===== config.mk =====
export PLATFORM = sky130hd
export DESIGN_NAME = brew_sequencer
export DESIGN_NICKNAME = d
export VERILOG_FILES = /design/src/rtl/coffee_defs.sv /design/src/rtl/unit_timer.sv /design/src/rtl/brew_sequencer.sv
export SDC_FILE = /design/constraint.sdc
export NUM_CORES = 1
export LEC_CHECK = 0
export CAP_MARGIN = 10
export CORE_UTILIZATION = 45
export CTS_BUF_LIST = sky130_fd_sc_hd__clkbuf_8
export DETAILED_ROUTE_END_ITERATION = 8
export DONT_BUFFER_PORTS = 1
export GPL_TIMING_DRIVEN = 0
export MAX_ROUTING_LAYER = met4
export PLACE_DENSITY_LB_ADDON = 0.25
export SYNTH_ARGS = -nofsm -noshare
export SYNTH_HDL_FRONTEND = slang
export SYNTH_SLANG_ARGS = --single-unit

===== constraint.sdc =====
create_clock -name clk -period 3.1 [get_ports clk]
set_clock_uncertainty 0.1 [all_clocks]
set_input_delay 0.31 -clock clk [delete_from_list [all_inputs] [get_ports clk]]
set_output_delay 0.31 -clock clk [all_outputs]
set_load 0.05 [all_outputs]

===== src/rtl/coffee_defs.sv =====
// Shared drink codes, sequencer state encodings and brew recipes.
// The drink-selection stage imports the same package.
package coffee_defs;

    localparam logic [2:0] CODE_NONE       = 3'b000;
    localparam logic [2:0] CODE_ESPRESSO   = 3'b001;
    localparam logic [2:0] CODE_CAPPUCCINO = 3'b010;
    localparam logic [2:0] CODE_LATTE      = 3'b011;
    localparam logic [2:0] CODE_MOCHA      = 3'b100;

    // The phase states are consecutive so that "later phase" is a simple ordering.
    typedef enum logic [2:0] {
        ST_IDLE   = 3'd0,
        ST_WATER  = 3'd1,
        ST_COFFEE = 3'd2,
        ST_MILK   = 3'd3,
        ST_CHOC   = 3'd4,
        ST_DONE   = 3'd5,
        ST_ABORT  = 3'd6
    } brew_state_t;

    localparam logic [3:0] ESP_WATER  = 4'd2;
    localparam logic [3:0] ESP_COFFEE = 4'd3;
    localparam logic [3:0] ESP_MILK   = 4'd0;
    localparam logic [3:0] ESP_CHOC   = 4'd0;

    localparam logic [3:0] CAP_WATER  = 4'd2;
    localparam logic [3:0] CAP_COFFEE = 4'd2;
    localparam logic [3:0] CAP_MILK   = 4'd3;
    localparam logic [3:0] CAP_CHOC   = 4'd0;

    localparam logic [3:0] LAT_WATER  = 4'd2;
    localparam logic [3:0] LAT_COFFEE = 4'd1;
    localparam logic [3:0] LAT_MILK   = 4'd5;
    localparam logic [3:0] LAT_CHOC   = 4'd0;

    localparam logic [3:0] MOC_WATER  = 4'd2;
    localparam logic [3:0] MOC_COFFEE = 4'd2;
    localparam logic [3:0] MOC_MILK   = 4'd2;
    localparam logic [3:0] MOC_CHOC   = 4'd3;

    function automatic logic code_valid(input logic [2:0] code);
        return (code == CODE_ESPRESSO) || (code == CODE_CAPPUCCINO) ||
               (code == CODE_LATTE) || (code == CODE_MOCHA);
    endfunction

    function automatic logic [3:0] recipe_units(input logic [2:0] code, input brew_state_t phase);
        logic [3:0] w, c, m, h, result;
        w = 4'd0;
        c = 4'd0;
        m = 4'd0;
        h = 4'd0;
        case (code)
            CODE_ESPRESSO:   begin w = ESP_WATER; c = ESP_COFFEE; m = ESP_MILK; h = ESP_CHOC; end
            CODE_CAPPUCCINO: begin w = CAP_WATER; c = CAP_COFFEE; m = CAP_MILK; h = CAP_CHOC; end
            CODE_LATTE:      begin w = LAT_WATER; c = LAT_COFFEE; m = LAT_MILK; h = LAT_CHOC; end
            CODE_MOCHA:      begin w = MOC_WATER; c = MOC_COFFEE; m = MOC_MILK; h = MOC_CHOC; end
            default:         ;
        endcase
        case (phase)
            ST_WATER:  result = w;
            ST_COFFEE: result = c;
            ST_MILK:   result = m;
            ST_CHOC:   result = h;
            default:   result = 4'd0;
        endcase
        return result;
    endfunction

    // First phase after 'from' that has a nonzero duration; DONE when none remain.
    function automatic brew_state_t next_phase(input logic [2:0] code, input brew_state_t from);
        brew_state_t result;
        result = ST_DONE;
        if (from < ST_CHOC && recipe_units(code, ST_CHOC) != 4'd0)
            result = ST_CHOC;
        if (from < ST_MILK && recipe_units(code, ST_MILK) != 4'd0)
            result = ST_MILK;
        if (from < ST_COFFEE && recipe_units(code, ST_COFFEE) != 4'd0)
            result = ST_COFFEE;
        if (from < ST_WATER && recipe_units(code, ST_WATER) != 4'd0)
            result = ST_WATER;
        return result;
    endfunction

endpackage


===== src/rtl/unit_timer.sv =====
// Phase timer: prescaler dividing clk into recipe time units plus a 4-bit unit down-counter.
module unit_timer #(
    parameter int UNIT_CYCLES = 4,
    parameter int CNT_W       = 26
) (
    input  logic       clk,
    input  logic       rst,
    input  logic       load,
    input  logic [3:0] units,
    output logic       expire,
    output logic       zero
);

    localparam logic [CNT_W-1:0] PRESC_MAX = CNT_W'(UNIT_CYCLES - 1);

    logic [CNT_W-1:0] presc_reg;
    logic [3:0]       count_reg;
    logic             tick;

    assign tick   = (presc_reg == PRESC_MAX);
    // Expire fires on the tick that would take the count from 1 to 0.
    assign expire = tick && (count_reg == 4'd1);
    assign zero   = (count_reg == 4'd0);

    always_ff @(posedge clk) begin
        if (rst) begin
            presc_reg <= '0;
            count_reg <= 4'd0;
        end else if (load) begin
            presc_reg <= '0;
            count_reg <= units;
        end else if (count_reg != 4'd0) begin
            if (tick) begin
                presc_reg <= '0;
                count_reg <= count_reg - 4'd1;
            end else begin
                presc_reg <= presc_reg + CNT_W'(1);
            end
        end
    end

endmodule


===== src/rtl/brew_sequencer.sv =====
// Brew recipe sequencer: walks water/coffee/milk/chocolate phases for the latched drink code
// and drives one registered actuator enable per ingredient plus busy/done/aborted status.
module brew_sequencer
    import coffee_defs::*;
#(
    parameter int UNIT_CYCLES = 4,
    parameter int CNT_W       = 26
) (
    input  logic       clk,
    input  logic       rst,
    input  logic [2:0] c_type,
    input  logic       start,
    input  logic       cancel,
    output logic       water_en,
    output logic       coffee_en,
    output logic       milk_en,
    output logic       choc_en,
    output logic       busy,
    output logic       done,
    output logic       aborted
);

    brew_state_t state_reg, state_next;
    logic [2:0]  code_reg, code_next;
    logic        req_reg;
    logic [2:0]  code_in_reg;

    logic        timer_load;
    logic [3:0]  timer_units;
    logic        timer_expire;
    logic        timer_zero;

    logic [3:0]  phase_on_next;
    logic [3:0]  en_reg;
    logic        busy_reg;
    logic        done_reg;
    logic        aborted_reg;

    // A valid start request is captured together with its drink code; the FSM acts one edge later.
    always_ff @(posedge clk) begin
        if (rst) begin
            req_reg     <= 1'b0;
            code_in_reg <= CODE_NONE;
        end else begin
            req_reg     <= start && !cancel && code_valid(c_type);
            code_in_reg <= c_type;
        end
    end

    always_comb begin
        state_next = state_reg;
        code_next  = code_reg;
        case (state_reg)
            ST_IDLE: begin
                if (req_reg && !cancel) begin
                    code_next  = code_in_reg;
                    state_next = next_phase(code_in_reg, ST_IDLE);
                end
            end
            ST_WATER, ST_COFFEE, ST_MILK, ST_CHOC: begin
                if (cancel)
                    state_next = ST_ABORT;
                else if (timer_expire || timer_zero)
                    state_next = next_phase(code_reg, state_reg);
            end
            ST_DONE:  state_next = ST_IDLE;
            ST_ABORT: state_next = ST_IDLE;
            default:  state_next = ST_IDLE;
        endcase
    end

    assign timer_load  = (state_next != state_reg) &&
                         (state_next >= ST_WATER) && (state_next <= ST_CHOC);
    assign timer_units = recipe_units(code_next, state_next);

    unit_timer #(
        .UNIT_CYCLES(UNIT_CYCLES),
        .CNT_W      (CNT_W)
    ) u_timer (
        .clk   (clk),
        .rst   (rst),
        .load  (timer_load),
        .units (timer_units),
        .expire(timer_expire),
        .zero  (timer_zero)
    );

    // Bit gi tracks phase state ST_WATER+gi (water, coffee, milk, chocolate).
    generate
        for (genvar gi = 0; gi < 4; gi++) begin : g_phase
            assign phase_on_next[gi] = (state_next == brew_state_t'(3'(gi + 1)));
        end
    endgenerate

    always_ff @(posedge clk) begin
        if (rst) begin
            state_reg   <= ST_IDLE;
            code_reg    <= CODE_NONE;
            en_reg      <= 4'b0000;
            busy_reg    <= 1'b0;
            done_reg    <= 1'b0;
            aborted_reg <= 1'b0;
        end else begin
            state_reg   <= state_next;
            code_reg    <= code_next;
            en_reg      <= phase_on_next;
            busy_reg    <= |phase_on_next;
            done_reg    <= (state_next == ST_DONE);
            aborted_reg <= (state_next == ST_ABORT);
        end
    end

    assign water_en  = en_reg[0];
    assign coffee_en = en_reg[1];
    assign milk_en   = en_reg[2];
    assign choc_en   = en_reg[3];
    assign busy      = busy_reg;
    assign done      = done_reg;
    assign aborted   = aborted_reg;

endmodule


; Yosys cells after proc, flatten, opt, wreduce, memory -nomap -nowiden
; Cells that the tools add are included.
[op_classes]
n_eq_ne = 29
n_reduce_logical = 38
n_addsub = 2
muxes = 51
magnitude_cmp = 6
[ops]
columns = op, count
row1 = 2-to-1 mux 4 bit, 23
row2 = equality test 3 x 2 -> 1 bit (second input constant), 12
row3 = nonzero test 4 bit, 9
row4 = 2-to-1 mux 3 bit, 11
row5 = case mux 3 bit (3 select lines), 3
row6 = adder 26 x 1 -> 26 bit (second input constant), 1
row7 = equality test 26 x 2 -> 1 bit (second input constant), 1
row8 = 2-to-1 mux 26 bit, 1
row9 = equality test 3 bit (second input constant), 8
row10 = OR reduction 4 bit, 5
row11 = equality test 3 x 1 -> 1 bit (second input constant), 6
row12 = case mux 2 bit (3 select lines), 3
row13 = case mux 4 bit (4 select lines), 1
row14 = 2-to-1 mux 2 bit, 6
row15 = logical AND 1 bit, 10
row16 = OR reduction 2 bit, 4
row17 = less-than comparator 3 x 2 -> 1 bit (second input constant), 2
row18 = case mux 3 bit (2 select lines), 1
row19 = equality test 4 x 1 -> 1 bit (second input constant), 1
row20 = zero test 4 bit, 1
row21 = logical OR 1 bit, 4
row22 = nonzero test 2 bit, 2
row23 = subtractor 4 x 1 -> 4 bit (second input constant), 1
row24 = >= comparator 3 x 1 -> 1 bit (second input constant), 1
row25 = other kinds (8), 9
[word_totals]
regBits = 47
out_inout_bits = 7
word_cells = 136

; Longest topological paths before layout
[logic_depth]
ltp_word = 20
mapped_depth = 11
mapped_depth_nobuf = 10

; Modules after synthesis
; Synthesis repeated with hierarchy kept, for this count alone.
[hier_totals]
cells_unflattened = 299
area_unflattened_um2 = 2568.7
[modules_own_cells]
columns = module, area_per_inst_um2, cells_each, seq_area_each_um2, n_inst
row1 = unit_timer, 1659.1, 198, 600.6, 1
row2 = brew_sequencer, 909.6, 101, 340.3, 1

; Worst setup path before layout
; Ideal clock, no wire load.
[synth_path]
kind = reg2reg
startpoint = register u_timer.presc_reg[15]
endpoint = register u_timer.count_reg[1]
period_less_slack_ps = 2834
path_buffers = 1
setup_time_ps = 96
stages_incl_launch_ff = 10
setup_slack_ps = 266
arrival_ps = 2638
path_cell_list = dfxtp_1 or3_1 or4b_4 o31a_1 mux2i_1 and2_1 buf_4 nand2b_1 o22a_1 o41ai_2
[synth_via]
elab_chain_cells = 11
[synth_rtl]
columns = item, line
row1 = from (decl), unit_timer.sv:16  ; logic [CNT_W-1:0] presc_reg;
row2 = from (signal assigned), unit_timer.sv:37  ; presc_reg <= presc_reg + CNT_W'(1);
row3 = equality test 26 x 2 -> 1 bit *, unit_timer.sv:20  ; assign tick = (presc_reg == PRESC_MAX);
row4 = logical AND 1 bit, unit_timer.sv:22  ; assign expire = tick && (count_reg == 4'd1);
row5 = logical OR 1 bit, brew_sequencer.sv:63  ; else if (timer_expire || timer_zero)
row6 = 2-to-1 mux 3 bit, brew_sequencer.sv:63
row7 = 2-to-1 mux 3 bit, brew_sequencer.sv:61  ; if (cancel)
row8 = case mux 3 bit (2 select lines), brew_sequencer.sv:53  ; case (state_reg)
row9 = >= comparator 3 x 1 -> 1 bit or != test 3 bit (tied branches), "brew_sequencer.sv:73, brew_sequencer.sv:72"
row10 = logical AND 1 bit, brew_sequencer.sv:72  ; assign timer_load = (state_next != state_reg) &&
row11 = logical AND 1 bit, brew_sequencer.sv:73  ; (state_next >= ST_WATER) && (state_next <= ST_CHOC);
row12 = nonzero test 2 bit (no source line), --
row13 = AND reduction 2 bit (no source line), --
row14 = to (signal assigned), unit_timer.sv:31  ; count_reg <= units;
row15 = to (signal assigned), unit_timer.sv:35  ; count_reg <= count_reg - 4'd1;
row16 = to (decl), unit_timer.sv:17  ; logic [3:0] count_reg;
; Every way passes the cells marked *; elsewhere a longest branch is shown, timed or not.
; A chain may end at the register's enable or synchronous reset.

; Final worst setup path
; Same ends and word-level chain as after synthesis.

==> reports/metrics.csv <==
metric;value;unit
status;finished, final reports clean;
finish.instance_area;2640;um^2
hold_end;code_in_reg[2];
final_nets;297;
p_leak;0.914;nW
core_area;5110;um^2
grt_pass1_vias;1832;
power.density;694;nW/um^2
placed_cells;347;
r2r_slack;0.05;ns
grt_max_degree;14;
wl;4740;um
period_share;98.5;%
synthFlopType;dfxtp_1;
synth.distinct_cells;53;
crit_path_start_kind;flip-flop;
largest_register_ff_count;26;
ys_seq_area_share;39.5;%
htreeDepth;2;
drive_above_1_share;13.6;%
path_class;flip-flop to flip-flop;
clock_sinks;47;
diodes;0;
clock_latency;0.29;ns
max-slew-margin-rel;60.0;%
pre_cts_ws;-0.0445;ns
cts_tree;built;
synthArstFlopShare;0;%
final_cells;356;
place.port_buffers;0;
path_buf_inv;1;
synth-edff-count;0;
rows;26;
yosysWarningCount;0;
route.detailed.drc;0;
end_kind;flip-flop;
critPathMaxStageDelay;0.53;ns
ios;14;
cts-root-buf;clkbuf_8;
die_area;5590;um^2
fin_tns_setup;0;ns
cp.arrival;3.15;ns
reg2regPathDepth;9;
grt_pass1_wl;7970;um
synth_top_area_share;39.5;%
avgRoutedWirePerCell;13.3;um
final_antenna_net_count;0;
reg2reg_from;u_timer.presc_reg[15];
whs;0.0425;ns
setup_violations;0;
regToRegEndpoint;u_timer.count_reg[1];
ys_ff_latch;47;
syn_nets;288;
slowest_stage;or4b_4;
num_vias;1895;
die_h;74.8;um
syn_area_per_cell;8.60;um^2
synth_top_area_cell;dfxtp_1;
ir_worst_vdd;0.000407;V
fmax;0.328;GHz
min_period;3.05;ns
crit_fanout;10;
path_clk_slew;0.08;ns
cp.depth;9;
gp_congestion;0.850;
timing.critical_path.max_delay_family;simple AND/OR/NAND/NOR gates;
syn_area;2380;um^2
chipWidth;74.8;um
rsz0062_at_grt;yes;
vias_per_cell;5.32;
cts_max_path_buffers;2;
antenna_found_initial;0;
worstMarginPinSlew;0.595;ns
crit_path_cell_trace;or3_4 -> or4b_4 -> o31a_1 -> mux2i_2 -> and2_4 -> buf_4 -> nand2b_1 -> o22a_1 -> o41ai_2;
min_path_cells;1;
holdCritStartpoint;c_type[2];
hold_viol;0;
drv_cap;0;
hp-class;input port to flip-flop;
fillCellCount;491;
drv_slew;0;
synth_most_common_cell;nor2_1;
synth_area_leaders;dfxtp_1 (39%), nor2_1 (8.5%), xnor2_1 (6.2%), xor2_1 (4.8%), nand2_1 (3.3%);
required;3.20;ns
place_area;2470;um^2
area_growth;10.8;%
grt_util_all_layers;19.0;%
finalWorstSetupSlack;0.0472;ns
grt_overflow;0;
yosys-top-cells-count;nor2_1 (54), dfxtp_1 (47), nand2_1 (21);
syn_inst;277;
start_util;46.7;%
first_pass_iters;4;
cts_buffers;5;
dp_hpwl;3410;um
dr.first_iter.drc_count;88;
==> final cells by class <==
| class | instances | area [um^2] | share of cell area, % |
|---|---|---|---|
| tap | 70 | 87.6 | 3.32 |
| multi-input combinational | 211 | 1420 | 53.8 |
| timing repair buffer | 3 | 27.5 | 1.04 |
| buffer | 6 | 28.8 | 1.09 |
| clock buffer | 6 | 82.6 | 3.13 |
| inverter | 12 | 45.0 | 1.71 |
| sequential | 47 | 942 | 35.7 |
| clock inverter | 1 | 5.00 | 0.190 |
==> metrics by stage <==
| stage | utilization, % | total power [mW] |
|---|---|---|
| after floorplan | - | 1.29 |
| after global placement | 48.4 | 1.41 |
| after detailed placement | 48.4 | 1.42 |
| after CTS | 50.7 | 1.82 |
| after global routing | 51.7 | 1.94 |
| final | 51.7 | 1.83 |
==> worst reg2reg max path: cells and delay by family, from the launching register on <==
| family | cells | cell delay, ns |
|---|---|---|
| muxes | 1 | 0.20 |
| buffers and inverters | 1 | 0.16 |
| DFF | 1 | 0.35 |
| and+or+nand+nor | 4 | 1.28 |
| AOI/OAI and AO/OA | 3 | 0.87 |
==> cell usage in the layout (no fill, tap or decap), types with 3 or more instances in the layout <==
master    synthesis  layout
dfxtp_1          47      46
a21oi_1           5       5
nor3_1            9       7
inv_1            12      12
nor4_1            8       8
ha_1              4       4
nor2b_1           3       3
o21ai_0           4       4
nand3_1          11      11
nand2_1          21      20
clkbuf_1          4       3
mux2_2            3       3
or3_1             5       4
nor2_1           54      53
xor2_1           13      13
mux2i_1           5       4
xnor2_1          17      17
clkbuf_8          0       6
nand4_1           7       7
==> report_power, final <==
group	switching, mW	internal, mW	total [mW]
Combinational	0.431	0.282	0.713
Clock	0.191	0.175	0.366
Sequential	0.104	0.650	0.754
==> logic make-up after synthesis <==
group,after synthesis,share of synthesized area (%)
xor gates and xnor gates,30,11.0
and+or+nand+nor,135,27.7
adders and majority gates,4,2.10
buffers and inverters,19,3.25
AOI/OAI and AO/OA,34,13.0
DFF,47,39.5
muxes,8,3.52
==> how the worst max path moves through the flow <==
| stage | from | endpoint | slack, ns |
|---|---|---|---|
| floorplan | u_timer.presc_reg[15] | u_timer.count_reg[1] | 0.27 |
| global placement | u_timer.count_reg[0] | u_timer.presc_reg[16] | 0.002 |
| detailed placement | u_timer.count_reg[0] | u_timer.presc_reg[19] | -0.04 |
| CTS | u_timer.presc_reg[15] | u_timer.count_reg[1] | 0.03 |
| global route | u_timer.presc_reg[15] | u_timer.count_reg[1] | -0.03 |
| finish | u_timer.presc_reg[15] | u_timer.count_reg[1] | 0.05 |
==> per-layer routing <==
layer | up-vias | track usage (%) | share of wire, %
met2 | 29 | 31.5 | 47
met3 | 7 | 4.42 | 3.4
met5 | - | - | 0
met1 | 877 | 23.0 | 48
li1 | 982 | - | -
met4 | 0 | 5.66 | 1.1
==> timing repair <==
item | CTS | global route
endpoints found under the hold margin | 2 | 1
endpoints found under the setup margin | 20 | 22
buffers inserted | 0 | 1
hold buffers | 1 | 1
gates cloned | 0 | 0
gates resized for setup | 3 | 9
pin swaps | 0 | 6
Power figures use the tool's default switching activity.
